`src/rtl/cube_pair_search.sv`:
```
// rtl/cube_pair_search.sv - two-pointer search for a^3 + b^3 == N (optional a^3 - b^3 == N under CUBE_DIFF_EN)
module cube_pair_search #(
    parameter int N_W = 32,
    parameter int A_W = 11
) (
    input  logic           clk,
    input  logic           reset,
    input  logic           start,
    input  logic [N_W-1:0] n_in,
`ifdef CUBE_DIFF_EN
    input  logic           mode,
`endif
    output logic           busy,
    output logic           done,
    output logic           found,
    output logic [A_W-1:0] a_out,
    output logic [A_W-1:0] b_out,
    output logic [15:0]    steps
);

    // Cubes of A_W-bit operands and their sums fit in 3*A_W+1 bits.
    localparam int C_W = 3 * A_W + 1;
    localparam logic [A_W-1:0] A_MAX = '1;
    localparam logic [A_W-1:0] A_ONE = {{(A_W - 1){1'b0}}, 1'b1};

    if (3 * A_W < N_W) begin : g_width_check
        $error("cube_pair_search: 3*A_W must be >= N_W");
    end

    typedef enum logic [1:0] {
        S_IDLE,
        S_ROOT,
        S_SCAN,
        S_DONE
    } state_t;

    state_t state;
    state_t state_nxt;

    logic [N_W-1:0] n_r;
    logic [A_W-1:0] a_r;
    logic [A_W-1:0] b_r;
    logic           diff_r;
    logic           mode_in;

    logic           acc;
    logic           root_inc;
    logic           to_scan;
    logic           a_inc;
    logic           b_dec;
    logic           b_inc;
    logic           fin;
    logic           hit;

    logic [C_W-1:0] n_ext;
    logic [A_W:0]   bp1;
    logic [C_W-1:0] cube_bp1;
    logic [C_W-1:0] cube_a;
    logic [C_W-1:0] cube_b;
    logic [C_W-1:0] sum_ab;
    logic [C_W-1:0] dif_ab;

`ifdef CUBE_DIFF_EN
    assign mode_in = mode;
`else
    assign mode_in = 1'b0;
`endif

    function automatic logic [C_W-1:0] cube(input logic [A_W:0] x);
        logic [C_W-1:0] e;
        e = {{(C_W - A_W - 1){1'b0}}, x};
        return e * e * e;
    endfunction

    assign n_ext    = {{(C_W - N_W){1'b0}}, n_r};
    assign bp1      = {1'b0, b_r} + {{A_W{1'b0}}, 1'b1};
    assign cube_bp1 = cube(bp1);
    assign cube_a   = cube({1'b0, a_r});
    assign cube_b   = cube({1'b0, b_r});
    assign sum_ab   = cube_a + cube_b;
    assign dif_ab   = cube_a - cube_b;

    assign busy = (state != S_IDLE);
    assign done = (state == S_DONE);

    // State register.
    always_ff @(posedge clk) begin
        if (!reset) begin
            state <= S_IDLE;
        end else begin
            state <= state_nxt;
        end
    end

    // Next-state and per-cycle datapath actions.
    always_comb begin
        state_nxt = state;
        acc       = 1'b0;
        root_inc  = 1'b0;
        to_scan   = 1'b0;
        a_inc     = 1'b0;
        b_dec     = 1'b0;
        b_inc     = 1'b0;
        fin       = 1'b0;
        hit       = 1'b0;
        case (state)
            S_IDLE: begin
                if (start) begin
                    acc       = 1'b1;
                    state_nxt = mode_in ? S_SCAN : S_ROOT;
                end
            end
            S_ROOT: begin
                if ((cube_bp1 <= n_ext) && (b_r != A_MAX)) begin
                    root_inc = 1'b1;
                end else begin
                    to_scan   = 1'b1;
                    state_nxt = S_SCAN;
                end
            end
            S_SCAN: begin
                if (diff_r) begin
                    // a stays strictly above b; b climbs only while the gap exceeds one.
                    if (dif_ab == n_ext) begin
                        fin = 1'b1;
                        hit = 1'b1;
                    end else if (dif_ab < n_ext) begin
                        if (a_r == A_MAX) fin = 1'b1;
                        else              a_inc = 1'b1;
                    end else begin
                        if ((a_r - b_r) == A_ONE) fin = 1'b1;
                        else                      b_inc = 1'b1;
                    end
                end else begin
                    // Pointers converge from a=0 upward and b=root downward.
                    if (a_r > b_r) begin
                        fin = 1'b1;
                    end else if (sum_ab == n_ext) begin
                        fin = 1'b1;
                        hit = 1'b1;
                    end else if (sum_ab < n_ext) begin
                        if (a_r == A_MAX) fin = 1'b1;
                        else              a_inc = 1'b1;
                    end else begin
                        if (b_r == '0) fin = 1'b1;
                        else           b_dec = 1'b1;
                    end
                end
                if (fin) state_nxt = S_DONE;
            end
            S_DONE: begin
                state_nxt = S_IDLE;
            end
            default: begin
                state_nxt = S_IDLE;
            end
        endcase
    end

    // Operand pointers, captured target, result and step counter.
    always_ff @(posedge clk) begin
        if (!reset) begin
            n_r    <= '0;
            a_r    <= '0;
            b_r    <= '0;
            diff_r <= 1'b0;
            found  <= 1'b0;
            a_out  <= '0;
            b_out  <= '0;
            steps  <= '0;
        end else begin
            if (acc) begin
                n_r    <= n_in;
                b_r    <= '0;
                a_r    <= mode_in ? A_ONE : '0;
                diff_r <= mode_in;
                steps  <= '0;
                found  <= 1'b0;
                a_out  <= '0;
                b_out  <= '0;
            end
            if (root_inc) b_r <= b_r + A_ONE;
            if (to_scan)  a_r <= '0;
            if (a_inc)    a_r <= a_r + A_ONE;
            if (b_dec)    b_r <= b_r - A_ONE;
            if (b_inc)    b_r <= b_r + A_ONE;
            if (fin) begin
                found <= hit;
                a_out <= hit ? a_r : '0;
                b_out <= hit ? b_r : '0;
            end
            if (((state == S_ROOT) || (state == S_SCAN)) && (steps != 16'hFFFF)) begin
                steps <= steps + 16'd1;
            end
        end
    end

endmodule

```
`config.mk`:
```
export PLATFORM = sky130hd
export DESIGN_NAME = cube_pair_search
export DESIGN_NICKNAME = d
export VERILOG_FILES = /design/src/rtl/cube_pair_search.sv
export SDC_FILE = /design/constraint.sdc
export NUM_CORES = 2
export LEC_CHECK = 0
export ABC_CLOCK_PERIOD_IN_PS = 19100
export BUFFER_PORTS_ARGS = -buffer_cell sky130_fd_sc_hd__buf_2
export CAP_MARGIN = 40
export CORE_AREA = 2 2 311 236
export DETAILED_ROUTE_END_ITERATION = 7
export DIE_AREA = 0 0 313 238
export PLACE_DENSITY = 0.78
export SLEW_MARGIN = 40
export SYNTH_ARGS = -nofsm -noshare
export SYNTH_HDL_FRONTEND = slang
export SYNTH_SLANG_ARGS = --single-unit
```
`constraint.sdc`:
```
create_clock -name clk -period 19.1 [get_ports clk]
set_clock_uncertainty 0.2 [all_clocks]
set_input_delay 2.865 -clock clk [delete_from_list [all_inputs] [get_ports clk]]
set_output_delay 2.865 -clock clk [all_outputs]
set_load 0.05 [all_outputs]
```
After elaboration in Yosys (flattened, before gate mapping)
Cells that the tools add are included.
- word-level logic and storage cells: 87
- output and inout port bits: 41
- flip-flop bits (word level): 95
- add/subtract/negate cells: 6
- reductions and logical operators: 11
- muxes and demuxes: 43
- equal/unequal tests: 10
- order comparisons: 3
- $mul: 6
- operators by type and width (kind ; number):
    $mux 11 ; 9
    $mul 22x11->33 ; 2
    $mul 11x11->22 ; 2
    $add 33x33->34 ; 1
    $eq 34x32->1 ; 1
    $le 34x32->1 ; 1
    $lt 34x32->1 ; 1
    $mul 24x12->34 ; 1
    $mux 16 ; 2
    $mux 1 ; 28
    $mul 12x12->24 ; 1
    $add 11x1->11 const B ; 2
    $add 16x1->16 const B ; 1
    $ne 16x16->1 const B ; 1
    $add 11x1->12 const B ; 1
    $eq 11x11->1 const B ; 1
    $gt 11x11->1 ; 1
    $logic_not 11->1 ; 1
    $ne 11x11->1 const B ; 1
    $sub 11x1->11 const B ; 1
    $pmux 2 s4 ; 1
    $mux 2 ; 3
    $ne 2x2->1 const B ; 3
    $reduce_bool 2->1 ; 3
    8 further kinds ; 10

Longest topological paths before layout
- word-level depth: 10
- gate-level depth with buffers: 60
- mapped depth without buffers: 56

Least setup slack after synthesis
OpenSTA, ideal clock, no wires.
- kind: register to register
- start point: register b_r[6]
- end point: register a_r[3]
- period minus slack after synthesis: 13.747 ns
- data arrival time: 13.456 ns
- slack: 5.353 ns
- path buffers: 5
- cell stages (with the launch flop): 55
- setup time: 0.091 ns
- path through: dfxtp_1 -> clkbuf_1 -> clkbuf_1 -> clkbuf_1 -> nand2_1 -> fa_1 -> inv_1 -> fa_1 -> inv_1 -> fa_1 -> inv_1 -> fa_1 -> inv_1 -> fa_1 -> inv_1 -> ha_1 -> a21oi_1 -> o21ai_0 -> [... 19 more ...] -> o31ai_1 -> a21oi_1 -> o21ai_0 -> a21oi_1 -> a21o_1 -> a21oi_1 -> xnor2_1 -> ha_1 -> a211oi_1 -> o21ai_0 -> a211oi_1 -> nand3_1 -> o221ai_1 -> nand4_1 -> nor4b_4 -> buf_4 -> a21oi_1 -> a311oi_1
- cells in the longest elaborated chain, start to end: 9
- elaborated cells on any way between the ends: 21
- those cells by class: add/sub (2); mul (4); order compare (3); eq/ne (2); mux (8); reduce/logical (2)
- RTL lines (element ; RTL line ; text):
    from (decl) ; 42 ; logic [A_W-1:0] b_r;
    from (signal assigned) ; 182 ; if (root_inc) b_r <= b_r + A_ONE;
    from (signal assigned) ; 185 ; if (b_dec) b_r <= b_r - A_ONE;
    from (signal assigned) ; 186 ; if (b_inc) b_r <= b_r + A_ONE;
    $mul 11x11->22 / $add 11x1->12 (equally long branches) ; 72, 76 ;
    $mul 22x11->33 / $mul 12x12->24 (equally long branches) ; 72 ; return e * e * e;
    $add 33x33->34 / $mul 24x12->34 (equally long branches) ; 80, 72 ;
    $lt 34x32->1 / $le 34x32->1 (equally long branches) ; 141, 114 ;
    $mux 1 / $logic_and 1x1->1 (equally long branches) ; 141, 114 ;
    $mux 1, on equally long branches ; 138, 114 ;
    $mux 1, on equally long branches ; 136, 106 ;
    $mux 1 / $mux 11 (equally long branches) ; 106, 183 ;
    $reduce_bool 3->1 (no line) / $mux 11 (equally long branches) ; n/a ;
    to (signal assigned) ; 175 ; a_r <= mode_in ? A_ONE : '0;
    to (signal assigned) ; 184 ; if (a_inc) a_r <= a_r + A_ONE;
    to (decl) ; 41 ; logic [A_W-1:0] a_r;
Parallel ways exist; a longest one is shown, timed or not.
A chain may end at the register's enable or synchronous reset.

Worst setup path after layout
- start point: register b_r[0]
- end point: register b_r[5]
- cells in the longest elaborated chain, start to end: 9
- elaborated cells on any way between the ends: 25
- those cells by class: add/sub (4); mul (4); order compare (3); eq/ne (2); mux (9); reduce/logical (3)
- RTL lines (element ; RTL line):
    $mul 11x11->22 / $add 11x1->12 (equally long branches) ; 72, 76
    $mul 22x11->33 / $mul 12x12->24 (equally long branches) ; 72
    $add 33x33->34 / $mul 24x12->34 (equally long branches) ; 80, 72
    $lt 34x32->1 / $le 34x32->1 (equally long branches) ; 141, 114
    $mux 1 / $logic_and 1x1->1 (equally long branches) ; 141, 114
    $mux 1, on equally long branches ; 138, 114
    $mux 1, on equally long branches ; 136, 106
    $mux 1 / $mux 11 (equally long branches) ; 106, 182
    $reduce_bool 4->1 (no line) / $mux 11 (equally long branches) ; n/a
Parallel ways exist; a longest one is shown, timed or not.

==> reports/results.ini <==
[placement]
io_buffers=75
gp_congestion=0.9763
hpwl_um=88880

[power_and_ir_drop]
combPwrFrac_pct=58.0
switching_share_pct=51.44
total_power_uw=1041
pwr-share-seq_pct=21.8
p_leak_uw=0.02149
p_int_uw=505.4
power.density_nw_per_um2=25.35
vdd_drop_max_mv=0.07028
netSwitchingPower_uw=535.4
clockPowerShare_pct=20.2

[route]
drc_errors=0
wirelength_um=108600
postRouteAntennaNets=0
dr.pass1.iters=8
route.vias.total=31241
wire_per_inst_um=19.75
viasPerCell=5.682
drt_iter0_drc=3374

[clock_tree]
cts_max_level=3
cts_resized=0
cts_tree=built
cts_max_path_buffers=2
cts_sinks=95
clock_latency_ns=0.40
cts.reportedPaths.clkPinSlew_ns=0.09
cts_root_buf=clkbuf_16
post_cts_buffers=0
ctsHoldBuffers=0
cts_buffers=9

[cells_and_area]
syn2layout_area_growth_pct=5.155
final_common_cell=inv_1
drive_gt1_share_pct=5.264
mostFrequentLayoutCells=1008 x inv_1, 813 x fa_1, 666 x nand2_1
fin_nets=5820

[timing]
fmax_mhz=62.04
period_share_pct=84.39
setup_viol=0
slew_violations=0
min_period_ns=16.12
max-slew-margin-rel_pct=38.81
worst_pin_slew_ns=0.9113
tns_ns=0
hold_violations=0
rsz0062_at_grt=no
holdWs_ns=0.2588

[setup_path]
arrival_ns=16.15
r2r-end=b_r[5]
required_ns=19.13
rr_worst_depth=52
cpMaxStageDelayCell=a2111oi_0
r2r_slack_ns=2.98
cpMostUsedCell=fa_1
cp-start-kind=register
endpoint_kind=register
critPathMaxStageDelay_ns=0.80
path_class=register to register
path_max_fanout=35
r2r_start=b_r[0]

[global_routing]
grt_overflow=0
grt_use_total_pct=30.42
antenna_found_initial=6
grt_first_pass_wirelength_um=178000
first_global_vias=32109
grt_max_degree=66

[synthesis]
synth_edf_count=0
seq_area_frac_synth_pct=4.870
synth.cell_area_um2=39050
syn_area_per_cell_um2=8.581
ys_ff_latch=95
synth_ff_type=dfxtp_1
syn_inst=4551
synth_cell_type_count=90
async_reset_ff_share_pct=0
synth.yosys.warnings=0

[die]
fp.coreArea_um2=71360
io_pins=76
start_util_pct=54.72
die_w_um=313
die_h_um=238
die_area_um2=74490
num_rows=85

[run_status]
status=finished, final reports clean

[flow_run]
max_cap_violations=0

[min_path]
min_from=n_r[30]
holdPathEnd=n_r[30]
hold_class=register to register
hold_path_depth=2

-- routing by layer --
| layer | vias up | part of all wire [%] | track usage (%) |
|---|---|---|---|
| li1 | 13813 | - | - |
| met1 | 15385 | 43 | 45.70 |
| met2 | 1818 | 40 | 42.99 |
| met3 | 217 | 14 | 9.925 |
| met4 | 8 | 2.2 | 5.626 |
| met5 | - | 0.048 | 0 |
-- flip-flops by register name, summed over array words and instances, names as in the netlist --
| register | cells |
|---|---|
| state | 2 |
| b_out | 11 |
| a_r | 11 |
| found | 1 |
| a_out | 11 |
| n_r | 32 |
| steps | 16 |
| b_r | 11 |
-- metrics by stage --
| stage | utilization (%) | cell area (um^2) | std cells | worst slack (ns) |
|---|---|---|---|---|
| global route | 57.54 | 41060 | 5497 | 2.362 |
| floorplan | - | 39080 | 4559 | 5.353 |
| finish | 57.54 | 41060 | 5498 | 2.982 |
| detailed placement | 57.06 | 40720 | 5479 | 3.176 |
| global placement | 56.84 | 40570 | 5476 | 3.238 |
| CTS | 57.49 | 41030 | 5495 | 3.083 |
-- logic make-up (layout without fill, tap and decap cells) --
logic type | after synthesis | in the layout | share of synthesized area (%)
AND/OR/NAND/NOR | 1356 | 1356 | 16.22
buffers and inverters | 1211 | 1192 | 11.68
flip-flops | 95 | 95 | 4.870
other | 2 | 11 | 0.01923
multiplexers | 6 | 6 | 0.1634
AO/OA/AOI/OAI | 492 | 492 | 8.196
XOR/XNOR | 139 | 139 | 3.172
adder cells (fa/ha/maj) | 1250 | 1250 | 55.68
-- how the worst max path moves through the flow --
stage,endpoint,start,cells after the start,slack (ns)
after floorplan,a_r[3],b_r[6],54,5.35
after global placement,b_r[5],b_r[0],47,3.24
after detailed placement,b_r[5],b_r[0],50,3.18
after CTS,b_r[5],b_r[0],50,3.08
after global routing,b_r[5],b_r[0],52,2.36
final,b_r[5],b_r[0],52,2.98
-- final cells by class --
| cell class | count | area [um^2] |
|---|---|---|
| multi-input cells | 3253 | 32810 |
| fillers | 6141 | 30300 |
| inverters | 1015 | 3810 |
| flip-flops and latches | 95 | 1902 |
| well taps | 957 | 1197 |
| repair buffers | 161 | 1032 |
| clock buffers | 9 | 225.2 |
| clock inverters | 7 | 83.83 |
| diodes | 1 | 2.502 |
-- worst max-delay path, delay by kind of cell (launching register included) --
kind | cells | cell delay [ns]
buf+inv | 9 | 1.35
compound gates | 16 | 4.13
flops | 1 | 0.34
xor+xnor | 3 | 0.50
simple gates | 10 | 2.90
fa+ha+maj | 14 | 6.49
-- cells in the mapped netlist, types with 11 or more instances --
| cell type | instances | share of area [%] |
|---|---|---|
| a211oi_1 | 24 | 0.46 |
| a21o_1 | 67 | 1.3 |
| a21oi_1 | 172 | 2.2 |
| a22o_1 | 24 | 0.54 |
| a31oi_1 | 24 | 0.38 |
| and2_1 | 223 | 3.6 |
| and3_1 | 25 | 0.40 |
| buf_1 | 12 | 0.12 |
| clkbuf_1 | 177 | 1.7 |
| dfxtp_1 | 95 | 4.9 |
| fa_1 | 813 | 42 |
| ha_1 | 437 | 14 |
| inv_1 | 1011 | 9.7 |
| nand2_1 | 666 | 6.4 |
| nand2b_1 | 35 | 0.56 |
| nand3_1 | 45 | 0.58 |
| nand4_1 | 34 | 0.54 |
| nor2_1 | 196 | 1.9 |
| nor2b_1 | 23 | 0.37 |
| nor3_1 | 45 | 0.58 |
| nor3b_1 | 11 | 0.21 |
| o21a_1 | 23 | 0.44 |
| o21ai_0 | 73 | 0.94 |
| o21bai_1 | 13 | 0.25 |
| or3_1 | 18 | 0.29 |
| xnor2_1 | 106 | 2.4 |
| xor2_1 | 31 | 0.70 |
-- power by group through the flow --
stage | combinational, uW | sequential, uW | clock, uW
2_1_floorplan | 398 | 235 | 0
3_3_place_gp | 564 | 230 | 0
3_5_place_dp | 576 | 231 | 0
4_1_cts | 581 | 227 | 210
5_1_grt | 656 | 229 | 217
6_report | 603 | 227 | 210
Power figures use the tool's default switching activity.
